<file path="src/rtl/ecc_pmul_pkg.sv">
// ecc_pmul_pkg
// Shared constants and the drain-state encoding for the P-256 point-multiply
// result capture buffer.
//   WORDS       : 32-bit words per coordinate
//   BYTES       : bytes in the full rx||ry stream
//   BITMAP_FULL : write bitmap value when every word has been written
package ecc_pmul_pkg;

    localparam int          WORDS       = 8;
    localparam int          BYTES       = 64;
    localparam logic [15:0] BITMAP_FULL = 16'hFFFF;

    typedef enum logic [1:0] {
        IDLE  = 2'd0,
        FILL  = 2'd1,
        FULL  = 2'd2,
        DRAIN = 2'd3
    } drain_state_e;

endpackage

</file>
<file path="src/rtl/ecc_word_store.sv">
// ecc_word_store
// Small register file holding one coordinate of the point-multiply result.
// Storage has no reset; contents are only meaningful once written.
// Ports:
//   crypto_clk         clock
//   wr_en/wr_addr/wr_data  single write port
//   rd_word/rd_byte    word and byte lane select (byte 0 = bits 7:0)
//   rd_data            selected byte, combinational
module ecc_word_store
    import ecc_pmul_pkg::*;
#(
    parameter int pDEPTH  = WORDS,
    parameter int pWORD_W = 32
)(
    input  logic               crypto_clk,
    input  logic               wr_en,
    input  logic [2:0]         wr_addr,
    input  logic [pWORD_W-1:0] wr_data,
    input  logic [2:0]         rd_word,
    input  logic [1:0]         rd_byte,
    output logic [7:0]         rd_data
);

    logic [pWORD_W-1:0] mem [pDEPTH];

    always_ff @(posedge crypto_clk) begin
        if (wr_en) begin
            mem[wr_addr] <= wr_data;
        end
    end

    assign rd_data = mem[rd_word][{rd_byte, 3'b000} +: 8];

endmodule

</file>
<file path="src/rtl/ecc_pmul_result_drain.sv">
// ecc_pmul_result_drain
// Captures the rx/ry result words written by the point-multiply core and
// drains them as a 64-byte MSB-first stream (rx word 7 byte 3 first, ry word
// 0 byte 0 last) over a valid/ready handshake.
// Optional feature macro: ECC_PMUL_LOCKSTEP_CMP_EN adds rx_b_din_i/ry_b_din_i
// from a lockstep core and flags any difference on mismatch_o.
// Ports:
//   crypto_clk, reset_i (sync, active high), start_i (clear and arm)
//   core_rdy_i          core idle/finished level; rising edge ends FILL
//   rx_*/ry_*           word write interfaces (addr 0 = least-significant word)
//   out_valid_o/out_ready_i/out_data_o/out_last_o  byte stream
//   drain_done_o        pulse after the last byte is accepted
//   err_incomplete_o, err_overrun_o, mismatch_o    sticky status
//
// state | meaning
// IDLE  | nothing armed; writes ignored
// FILL  | accepting result words, waiting for core_rdy_i to rise
// FULL  | result held, byte 0 offered, nothing accepted yet
// DRAIN | streaming bytes 1..63
module ecc_pmul_result_drain
    import ecc_pmul_pkg::*;
#(
    parameter int pWORDS  = WORDS,
    parameter int pWORD_W = 32
)(
    input  logic               crypto_clk,
    input  logic               reset_i,
    input  logic               start_i,
    input  logic               core_rdy_i,
    input  logic [2:0]         rx_addr_i,
    input  logic               rx_wren_i,
    input  logic [pWORD_W-1:0] rx_din_i,
    input  logic [2:0]         ry_addr_i,
    input  logic               ry_wren_i,
    input  logic [pWORD_W-1:0] ry_din_i,
`ifdef ECC_PMUL_LOCKSTEP_CMP_EN
    input  logic [pWORD_W-1:0] rx_b_din_i,
    input  logic [pWORD_W-1:0] ry_b_din_i,
`endif
    output logic               out_valid_o,
    input  logic               out_ready_i,
    output logic [7:0]         out_data_o,
    output logic               out_last_o,
    output logic               drain_done_o,
    output logic               err_incomplete_o,
    output logic               err_overrun_o,
    output logic               mismatch_o
);

    drain_state_e state, state_nxt;

    logic [15:0] bitmap;
    logic [15:0] wr_bits;
    logic [15:0] bitmap_upd;
    logic [5:0]  byte_cnt;
    logic        rdy_q;
    logic        rdy_rise;
    logic        wr_accept;
    logic        any_wr;
    logic        hs;
    logic        last_byte;
    logic        wr_mismatch;
    logic        inc_q, ovr_q, mm_q, done_q;
    logic [7:0]  rx_byte, ry_byte;

    assign rdy_rise   = core_rdy_i & ~rdy_q;
    // The start cycle's writes land in the freshly cleared buffer.
    assign wr_accept  = start_i | (state == FILL);
    assign any_wr     = rx_wren_i | ry_wren_i;
    assign hs         = out_valid_o & out_ready_i;
    assign last_byte  = (byte_cnt == 6'(BYTES - 1));
    assign bitmap_upd = bitmap | wr_bits;

    // Bitmap bit index is {coord, addr}: rx in bits 7:0, ry in bits 15:8.
    always_comb begin
        wr_bits = '0;
        if (rx_wren_i) wr_bits[{1'b0, rx_addr_i}] = 1'b1;
        if (ry_wren_i) wr_bits[{1'b1, ry_addr_i}] = 1'b1;
    end

`ifdef ECC_PMUL_LOCKSTEP_CMP_EN
    assign wr_mismatch = (rx_wren_i && (rx_b_din_i != rx_din_i)) ||
                         (ry_wren_i && (ry_b_din_i != ry_din_i));
`else
    assign wr_mismatch = 1'b0;
`endif

    always_ff @(posedge crypto_clk) begin
        if (reset_i) begin
            state <= IDLE;
        end else begin
            state <= state_nxt;
        end
    end

    always_comb begin
        state_nxt   = state;
        out_valid_o = 1'b0;
        case (state)
            IDLE: ;
            FILL: begin
                if (rdy_rise) state_nxt = FULL;
            end
            FULL: begin
                out_valid_o = 1'b1;
                if (out_ready_i) state_nxt = last_byte ? IDLE : DRAIN;
            end
            DRAIN: begin
                out_valid_o = 1'b1;
                if (out_ready_i && last_byte) state_nxt = IDLE;
            end
            default: state_nxt = IDLE;
        endcase
        // Restart wins over everything, including a byte being accepted.
        if (start_i) state_nxt = FILL;
    end

    always_ff @(posedge crypto_clk) begin
        if (reset_i) begin
            bitmap   <= '0;
            byte_cnt <= '0;
            rdy_q    <= 1'b0;
            inc_q    <= 1'b0;
            ovr_q    <= 1'b0;
            mm_q     <= 1'b0;
            done_q   <= 1'b0;
        end else begin
            rdy_q  <= core_rdy_i;
            done_q <= 1'b0;
            if (start_i) begin
                bitmap   <= wr_bits;
                byte_cnt <= '0;
                inc_q    <= 1'b0;
                ovr_q    <= 1'b0;
                mm_q     <= wr_mismatch;
            end else begin
                if (state == FILL) begin
                    bitmap <= bitmap_upd;
                    if (wr_mismatch) mm_q <= 1'b1;
                    if (rdy_rise && (bitmap_upd != BITMAP_FULL)) inc_q <= 1'b1;
                end
                if (out_valid_o && any_wr) ovr_q <= 1'b1;
                if (hs) begin
                    byte_cnt <= byte_cnt + 6'd1;
                    if (last_byte) done_q <= 1'b1;
                end
            end
        end
    end

    // Counter bits [4:2] count words down from 7, bits [1:0] bytes down from 3.
    ecc_word_store #(.pDEPTH(pWORDS), .pWORD_W(pWORD_W)) u_rx_store (
        .crypto_clk (crypto_clk),
        .wr_en      (rx_wren_i & wr_accept),
        .wr_addr    (rx_addr_i),
        .wr_data    (rx_din_i),
        .rd_word    (~byte_cnt[4:2]),
        .rd_byte    (~byte_cnt[1:0]),
        .rd_data    (rx_byte)
    );

    ecc_word_store #(.pDEPTH(pWORDS), .pWORD_W(pWORD_W)) u_ry_store (
        .crypto_clk (crypto_clk),
        .wr_en      (ry_wren_i & wr_accept),
        .wr_addr    (ry_addr_i),
        .wr_data    (ry_din_i),
        .rd_word    (~byte_cnt[4:2]),
        .rd_byte    (~byte_cnt[1:0]),
        .rd_data    (ry_byte)
    );

    // Gated by valid so the byte lane reads zero while nothing is offered.
    assign out_data_o       = out_valid_o ? (byte_cnt[5] ? ry_byte : rx_byte) : 8'h00;
    assign out_last_o       = out_valid_o & last_byte;
    assign drain_done_o     = done_q;
    assign err_incomplete_o = inc_q;
    assign err_overrun_o    = ovr_q;
    assign mismatch_o       = mm_q;

endmodule

</file>
<file path="config.mk">
export PLATFORM = sky130hd
export DESIGN_NAME = ecc_pmul_result_drain
export DESIGN_NICKNAME = d
export VERILOG_FILES = /design/src/rtl/ecc_pmul_pkg.sv /design/src/rtl/ecc_word_store.sv /design/src/rtl/ecc_pmul_result_drain.sv
export SDC_FILE = /design/constraint.sdc
export NUM_CORES = 1
export LEC_CHECK = 0
export CORE_ASPECT_RATIO = 0.75
export CORE_MARGIN = 3
export CORE_UTILIZATION = 40
export DETAILED_ROUTE_END_ITERATION = 6
export PLACE_DENSITY = 0.57
export SLEW_MARGIN = 20
export SYNTH_ARGS = -nofsm -noshare
export SYNTH_HDL_FRONTEND = slang
export SYNTH_SLANG_ARGS = --single-unit
</file>
<file path="constraint.sdc">
create_clock -name crypto_clk -period 9.1 [get_ports crypto_clk]
set_input_delay 2.73 -clock crypto_clk [delete_from_list [all_inputs] [get_ports crypto_clk]]
set_output_delay 2.73 -clock crypto_clk [all_outputs]
set_load 0.1 [all_outputs]
</file>
==> results of run 1 <==
==> layout make-up <==
cell class	instances	area [sq um]	area share [%]
diodes	1	2.502	0.01021
clock buffers	56	1295	5.281
clock inverters	37	375.4	1.531
inverters	13	48.80	0.1990
multi-input cells	423	4853	19.79
flip-flops and latches	540	15940	65.03
well taps	703	879.6	3.587
repair buffers	118	1121	4.572
==> registers in the layout, summed over array words and instances (netlist names) <==
signal            flops
u_ry_store.mem      256
err_incomplete_o      1
state                 2
err_overrun_o         1
bitmap               16
rdy_q                 1
drain_done_o          1
u_rx_store.mem      256
byte_cnt              6
==> Yosys cell counts, types with 10 or more instances <==
cell / count
buf_2: 15
nand2_1: 35
nor2b_1: 13
nand3_1: 16
mux2i_1: 28
dfxtp_1: 28
edfxtp_1: 512
a21oi_1: 18
clkbuf_1: 14
mux4_2: 126
a22oi_1: 16
o21ai_1: 10
inv_1: 11
o21ai_0: 11
nor2_1: 37
buf_4: 12
==> where the power goes <==
| part | leakage [nW] | internal (mW) | switching, mW | total [mW] |
|---|---|---|---|---|
| logic | 1.77 | 0.0563 | 0.111 | 0.168 |
| registers | 4.86 | 2.76 | 0.00872 | 2.77 |
| clock network | 0.821 | 1.23 | 0.907 | 2.13 |
==> metrics by stage <==
stage / util [%] / area (sq um) / std cells / hold slack (ns)
after global placement: 43.95 / 22850 / 1797 / 0.4429
after detailed placement: 43.95 / 22850 / 1797 / 0.4496
final: 47.17 / 24520 / 1891 / 0.4569
after CTS: 47.16 / 24520 / 1890 / 0.4603
after floorplan: - / 21190 / 1032 / 0.4329
after global routing: 47.17 / 24520 / 1890 / 0.4760
==> path summary, 6_finish.rpt <==
check / start / to / slack, ns / cells past startpoint
max: byte_cnt[3] / out_data_o[6] / 1.55 / 7
max reg2reg: byte_cnt[2] / drain_done_o / 6.69 / 3
min: bitmap[5] / bitmap[5] / 0.46 / 2
min reg2reg: bitmap[5] / bitmap[5] / 0.46 / 2
==> cells in the final DEF, fill, tap and decap left out, types with 13 or more instances in the layout <==
| cell type | count |
|---|---|
| edfxtp_1 | 512 |
| clkbuf_16 | 51 |
| nor2_1 | 28 |
| buf_4 | 28 |
| nor2b_1 | 13 |
| nand3_1 | 16 |
| dfxtp_1 | 25 |
| clkinv_2 | 13 |
| a22oi_1 | 16 |
| nand2_1 | 35 |
| mux4_2 | 126 |
| clkdlybuf4s50_1 | 89 |
| mux2i_1 | 28 |
| a21oi_1 | 18 |
==> cell families (layout without fill, tap and decap cells) <==
logic type / count (synthesis) / count (layout) / share of synthesized area (%)
mux: 159 / 159 / 14.98
buf+inv: 69 / 224 / 2.226
simple gates: 148 / 148 / 3.549
xor+xnor: 4 / 4 / 0.1654
flops: 540 / 540 / 75.21
other cells: 1 / 2 / 0.01770
compound gates: 107 / 107 / 3.608
fa+ha+maj: 4 / 4 / 0.2362
==> routing by layer <==
| layer | GRT usage, % | vias to the layer above | part of all wire [%] |
|---|---|---|---|
| met4 | 3.504 | 0 | 1.3 |
| met2 | 27.75 | 325 | 47 |
| met5 | 0 | - | 0 |
| li1 | - | 4533 | - |
| met3 | 3.019 | 49 | 5.7 |
| met1 | 25.85 | 5571 | 46 |
==> worst reg2reg max path, stage by stage, from the launching register on <==
cell and delay, ns:
dfxtp_4 0.90, buf_4 0.50, nand3_1 0.18, nor4_1 0.65
==> metrics.md, run 1 <==
| Metric | Value |
|---|---|
| PD cells | `206.8 nW/um^2` |
| Yosys top cell by area | `edfxtp_1` |
| Area Growth Syn to Fin | `15.73%` |
| Hold-fix buffers at CTS | `0` |
| DR vias | `roughly 10k` |
| Synth warn | `0` |
| Pin count of the biggest net entering global routing | `55` |
| Total length of routed wires | `roughly 50000 microns` |
| Row Count | `72` |
| Vias per cell | `5.541` |
| Mapped cell area | `21190 sq um` |
| Hpwl dp | `28370 microns` |
| Least-Margin Pin Slew | `0.9794 ns` |
| Hold Vio Cnt, Final | `0` |
| Worst Path Max Fanout | `54` |
| Relative slew slack | `34.54%` |
| Kind of critical path | `reg -> out` |
| Max Cap Viol | `0` |
| # resized after CTS | `0` |
| Startpoint types | `register` |
| Skew final | `0.01659 ns` |
| Data arrival, critical path | `a little under 5 ns` |
| CTS tree | `yes` |
| Flops & latches, synth | `540` |
| Vias in the first global route | `10.81k` |
| Dominant cells by area after synthesis | `edfxtp_1 73%, mux4_2 13%, dfxtp_1 2.6%` |
| Drt wl/cell | `25.70 microns` |
| Tot GR Track Use | `17.52%` |
| Share of cells above drive strength 1 | `between 20 and 25%` |
| Slew Limit Fails | `0` |
| Die area | `55790 sq um` |
| Core ar. | `51980 sq um` |
| Final nets | `1228` |
| Worst-Skew Late Latency | `0.58 ns` |
| Chip height | `205.3 microns` |
| Library cells used by synthesis | `a little over 60` |
| Syn avg cell area | `20.53 sq um` |
| Num Clock Sinks | `540` |
| Detailed Route Iter0 Violations | `around 1k` |
| Final WS setup | `1.552 ns` |
| Number of synthesized flops with an enable pin | `512` |
| Clock root cell | `clkbuf_16` |
| Reg clk slew, reported paths | `roughly 0.070 ns` |
| Post-Route Setup TNS | `0 ns` |
| Leakage | `roughly 7.5 nW` |
| Post-route ant nets | `0` |
| Ports | `91` |
| GPL Wtd Cong | `~0.77` |
| Cell family with most CP delay | `buffers and inverters` |
| Outcome | `complete, no violations` |
| Initial antenna violation count | `0` |
| Slowest stage cell, crit path | `clkdlybuf4s50_1` |
| Crit end category | `output pin` |
| Htree depth | `2` |
| Bufs and invs on worst path | `2` |
| CTS max path bufs | `3` |
| Post-Place Setup Slack | `2.003 ns` |
| DRC | `0` |
| First-pass DRT Iterations | `5` |
| Sequential area share after synthesis | `75.21%` |
| Gr ovfl total | `0` |
| Port-buffer cells | `89` |
| Fmax | `about 130 MHz` |
| Final setup viols | `0` |
| Worst hold path type | `reg -> reg` |
| Fill cells | `4323` |
| Peak supply drop | `between 0.1 and 0.15 mV` |
| Syn Nets | `1113` |
| Initial Utilization | `40.76%` |
| RSZ-0062 raised after global routing | `no` |
| Power Total | `5.071 mW` |
| Asr flop ratio synth | `0%` |
| Tmin final | `7.548 ns` |
| First-pass GRT wire length | `72280 microns` |
| Setup Buffers After CTS | `0` |
| Syn Inst Count | `1032` |
| Worst-path cell chain | `buf_4 > mux4_2 > nand2b_1 > a21oi_1 > a2111oi_1 > a31o_1 > clkdlybuf4s50_1` |
| Post-route clock period utilization | `82.94%` |
| WP data required | `6.37 ns` |
| Slowest stage delay, CP | `between 1 and 1.5 ns` |
| TritonCTS Buffers | `a little over 50` |
| Synth Flop Type | `edfxtp_1` |
| Top cell type's share of synthesized area | `between 70% and 80%` |
| DIE WIDTH | `271.7 microns` |
Note: power is estimated with default switching activity, not from simulation.
==> run 2: changes to the inputs <==
==> constraint.sdc (replaced) <==
create_clock -name crypto_clk -period 7.85 [get_ports crypto_clk]
set_input_delay 2.355 -clock crypto_clk [delete_from_list [all_inputs] [get_ports crypto_clk]]
set_output_delay 2.355 -clock crypto_clk [all_outputs]
set_load 0.1 [all_outputs]
==> run 2 against run 1 <==
Net effect:
- final area barely moved
- worst hold slack got worse by 0.0014 ns
- clock skew fell by 0.0011 ns
- critical path depth did not move
- final cell count rose by 0.26%
- first-iteration DRC count fell by 6.4%
- sequential power rose by 16%
- setup slack got worse by 0.43 ns
- clock-buffer cell count rose by 11
- global-route usage barely moved
- register-to-register slack got worse by 1.1 ns
- largest power group unchanged
==> metrics.md, run 2 (same netlist as run 1, synthesis figures left out) <==
| Metric | Value |
|---|---|
| Outcome | `complete, no violations` |
| Chip height | `205.3 microns (unchanged)` |
| Hold depth | `2 (unchanged)` |
| DRC | `0 (unchanged)` |
| Kind of critical path | `reg -> out` |
| Crit end category | `output pin` |
| Die area | `55790 sq um (unchanged)` |
| Reg clk slew, reported paths | `0.06 ns (about the same)` |
| Area Growth Syn to Fin | `15.74% (about the same)` |
| Total length of routed wires | `48140 microns (-0.94%)` |
| Peak supply drop | `0.1643 mV (+42%)` |
| Data arrival, critical path | `4.37 ns (-0.45 ns)` |
| Least-Margin Pin Slew | `0.9961 ns (+0.01669 ns)` |
| DR vias | `10.44k (-0.33%)` |
| Hold Vio Cnt, Final | `0 (unchanged)` |
| Multi-input logic area | `4850 sq um (about the same)` |
| Share of cells above drive strength 1 | `21.21% (-0.36 points)` |
| Min-delay src | `bitmap[0]` |
| Initial antenna violation count | `1 (+1)` |
| Sequential cell area | `15940 sq um (unchanged)` |
| Initial Utilization | `40.76% (unchanged)` |
| Post-route clock period utilization | `85.66%` |
| Reg-to-Reg End | `bitmap[11]` |
| CTS max path bufs | `3 (unchanged)` |
| Vias in the first global route | `10.77k (-0.36%)` |
| Post-Place Setup Slack | `1.684 ns (-0.3192 ns)` |
| Finished Cell Area | `24520 sq um (about the same)` |
| Worst Reg-to-Reg Cells | `7 (+4)` |
| Post-Route Setup TNS | `0 ns (unchanged)` |
| Fmax | `148.7 MHz` |
| First-pass DRT Iterations | `5 (unchanged)` |
| WP data required | `5.50 ns (-0.87 ns)` |
| Num Clock Sinks | `540 (unchanged)` |
| Leakage | `7.456 nW (about the same)` |
| Row Count | `72 (unchanged)` |
| Commonest non-fill, non-tap cells in the layout | `512 x edfxtp_1, 126 x mux4_2, 87 x clkdlybuf4s50_1, 55 x clkbuf_16, 36 x buf_4` |
| Detailed Route Iter0 Violations | `946 (-6.4%)` |
| Final nets | `1237 (+0.73%)` |
| Gr ovfl total | `0 (unchanged)` |
| GPL Wtd Cong | `0.7321 (-4.7%)` |
| Logic pwr share | `3.3% (about the same)` |
| Worst-Skew Late Latency | `0.59 ns (about the same)` |
| Crit-path most repeated cell | `buf_4` |
| Hold-fix buffers at CTS | `0 (unchanged)` |
| Port-buffer cells | `89 (unchanged)` |
| Post-route ant nets | `0 (unchanged)` |
| Drt wl/cell | `25.39 microns (-1.2%)` |
| Tot GR Track Use | `17.49% (-0.030 points)` |
| Startpoint types | `register` |
| Clk pwr share | `41.4% (-0.7 points)` |
| Reg power frac | `55.2% (+0.6 points)` |
| Core Util, Final | `47.18% (about the same)` |
| Switching power | `1.177 mW (+15%)` |
| Pin count of the biggest net entering global routing | `46 (-16%)` |
| Power Total | `5.812 mW (+15%)` |
| RSZ-0062 raised after global routing | `no` |
| PD cells | `237.0 nW/um^2 (+15%)` |
| Max Cap Viol | `0 (unchanged)` |
| # resized after CTS | `0 (unchanged)` |
| Dpl cells | `1804 (+0.39%)` |
| Fill cells | `4332 (+0.21%)` |
| Worst Path Max Fanout | `18 (-67%)` |
| TritonCTS Buffers | `53 (+3.9%)` |
| First-pass GRT wire length | `71970 microns (-0.43%)` |
| DIE WIDTH | `271.7 microns (unchanged)` |
| Slowest stage cell, crit path | `clkdlybuf4s50_1` |
| R2r startpoint | `state[1]` |
| Htree depth | `2 (unchanged)` |
| Most common cell after layout, fill and taps aside | `edfxtp_1` |
| Hpwl dp | `28660 microns (+1.0%)` |
| Final Non-Filler Cells | `1896 (+0.26%)` |
| Relative slew slack | `33.39% (-1.2 points)` |
| Reg-to-reg slack, setup | `5.62 ns (-1.07 ns)` |
| Skew final | `0.01546 ns (-0.001129 ns)` |
| Ports | `91 (unchanged)` |
| Clock root cell | `clkbuf_16` |
| Slowest stage delay, CP | `1.23 ns (+0.06 ns)` |
| Sw Share | `20.25% (about the same)` |
| WHS | `0.4555 ns (-0.001356 ns)` |
| Final setup viols | `0 (unchanged)` |
| Largest registers | `u_rx_store.mem (256), u_ry_store.mem (256), bitmap (16)` |
| Worst hold path type | `reg -> reg` |
| Vias per cell | `5.508 (-0.60%)` |
| Internal power | `4.635 mW (+15%)` |
| Worst min-delay path endpoint | `bitmap[0]` |
| Core ar. | `51980 sq um (unchanged)` |
| N_diodes | `0 (-1)` |
| Worst-path cell chain | `buf_4 > nor2b_1 > buf_4 > a22o_1 > o21ai_1 > o22ai_1 > clkdlybuf4s50_1` |
| Tmin final | `~6.7 ns` |
| Setup Buffers After CTS | `0 (unchanged)` |
| Dpl cell area | `22900 sq um (+0.25%)` |
| CTS tree | `yes` |
| Final WS setup | `1.126 ns (-0.4265 ns)` |
| Slew Limit Fails | `0 (unchanged)` |
==> run 2: how the worst max path moves through the flow <==
stage,endpoint,startpoint,depth (start not counted)
final,out_data_o[5],byte_cnt[5],7
after global routing,out_data_o[3],byte_cnt[2],8
after CTS,out_data_o[5],byte_cnt[2],6
after detailed placement,out_data_o[5],byte_cnt[2],6
after global placement,out_data_o[5],byte_cnt[2],6
after floorplan,out_data_o[1],byte_cnt[4],8
==> run 2: final cells by class <==
cell class,instances,area share [%]
repair buffers,125,4.817
clock inverters,25,0.8062
multi-input cells,423,19.78
well taps,703,3.587
clock buffers,67,5.796
inverters,13,0.1990
flip-flops and latches,540,65.02
==> run 2: worst max-delay path: cells and delay by family (launching register included) <==
family | cells | cell delay (ns)
AO/OA/AOI/OAI | 3 | 0.79
buffers and inverters | 3 | 1.83
flip-flops | 1 | 0.50
AND/OR/NAND/NOR | 1 | 0.66
==> run 2: power by group through the flow <==
stage	clock network, mW	logic, mW	registers, mW
2_1_floorplan	0	0.0745	3.27
3_3_place_gp	0	0.192	3.27
3_5_place_dp	0	0.195	3.27
4_1_cts	2.47	0.196	3.21
5_1_grt	2.59	0.209	3.21
6_report	2.41	0.194	3.21
==> run 2: routing by layer <==
metal	vias up	GRT usage [%]	wire length (microns)
li1	4536	-	-
met1	5556	25.48	21990
met2	284	27.58	22710
met3	67	3.357	2656
met4	0	3.964	792
met5	-	0	0
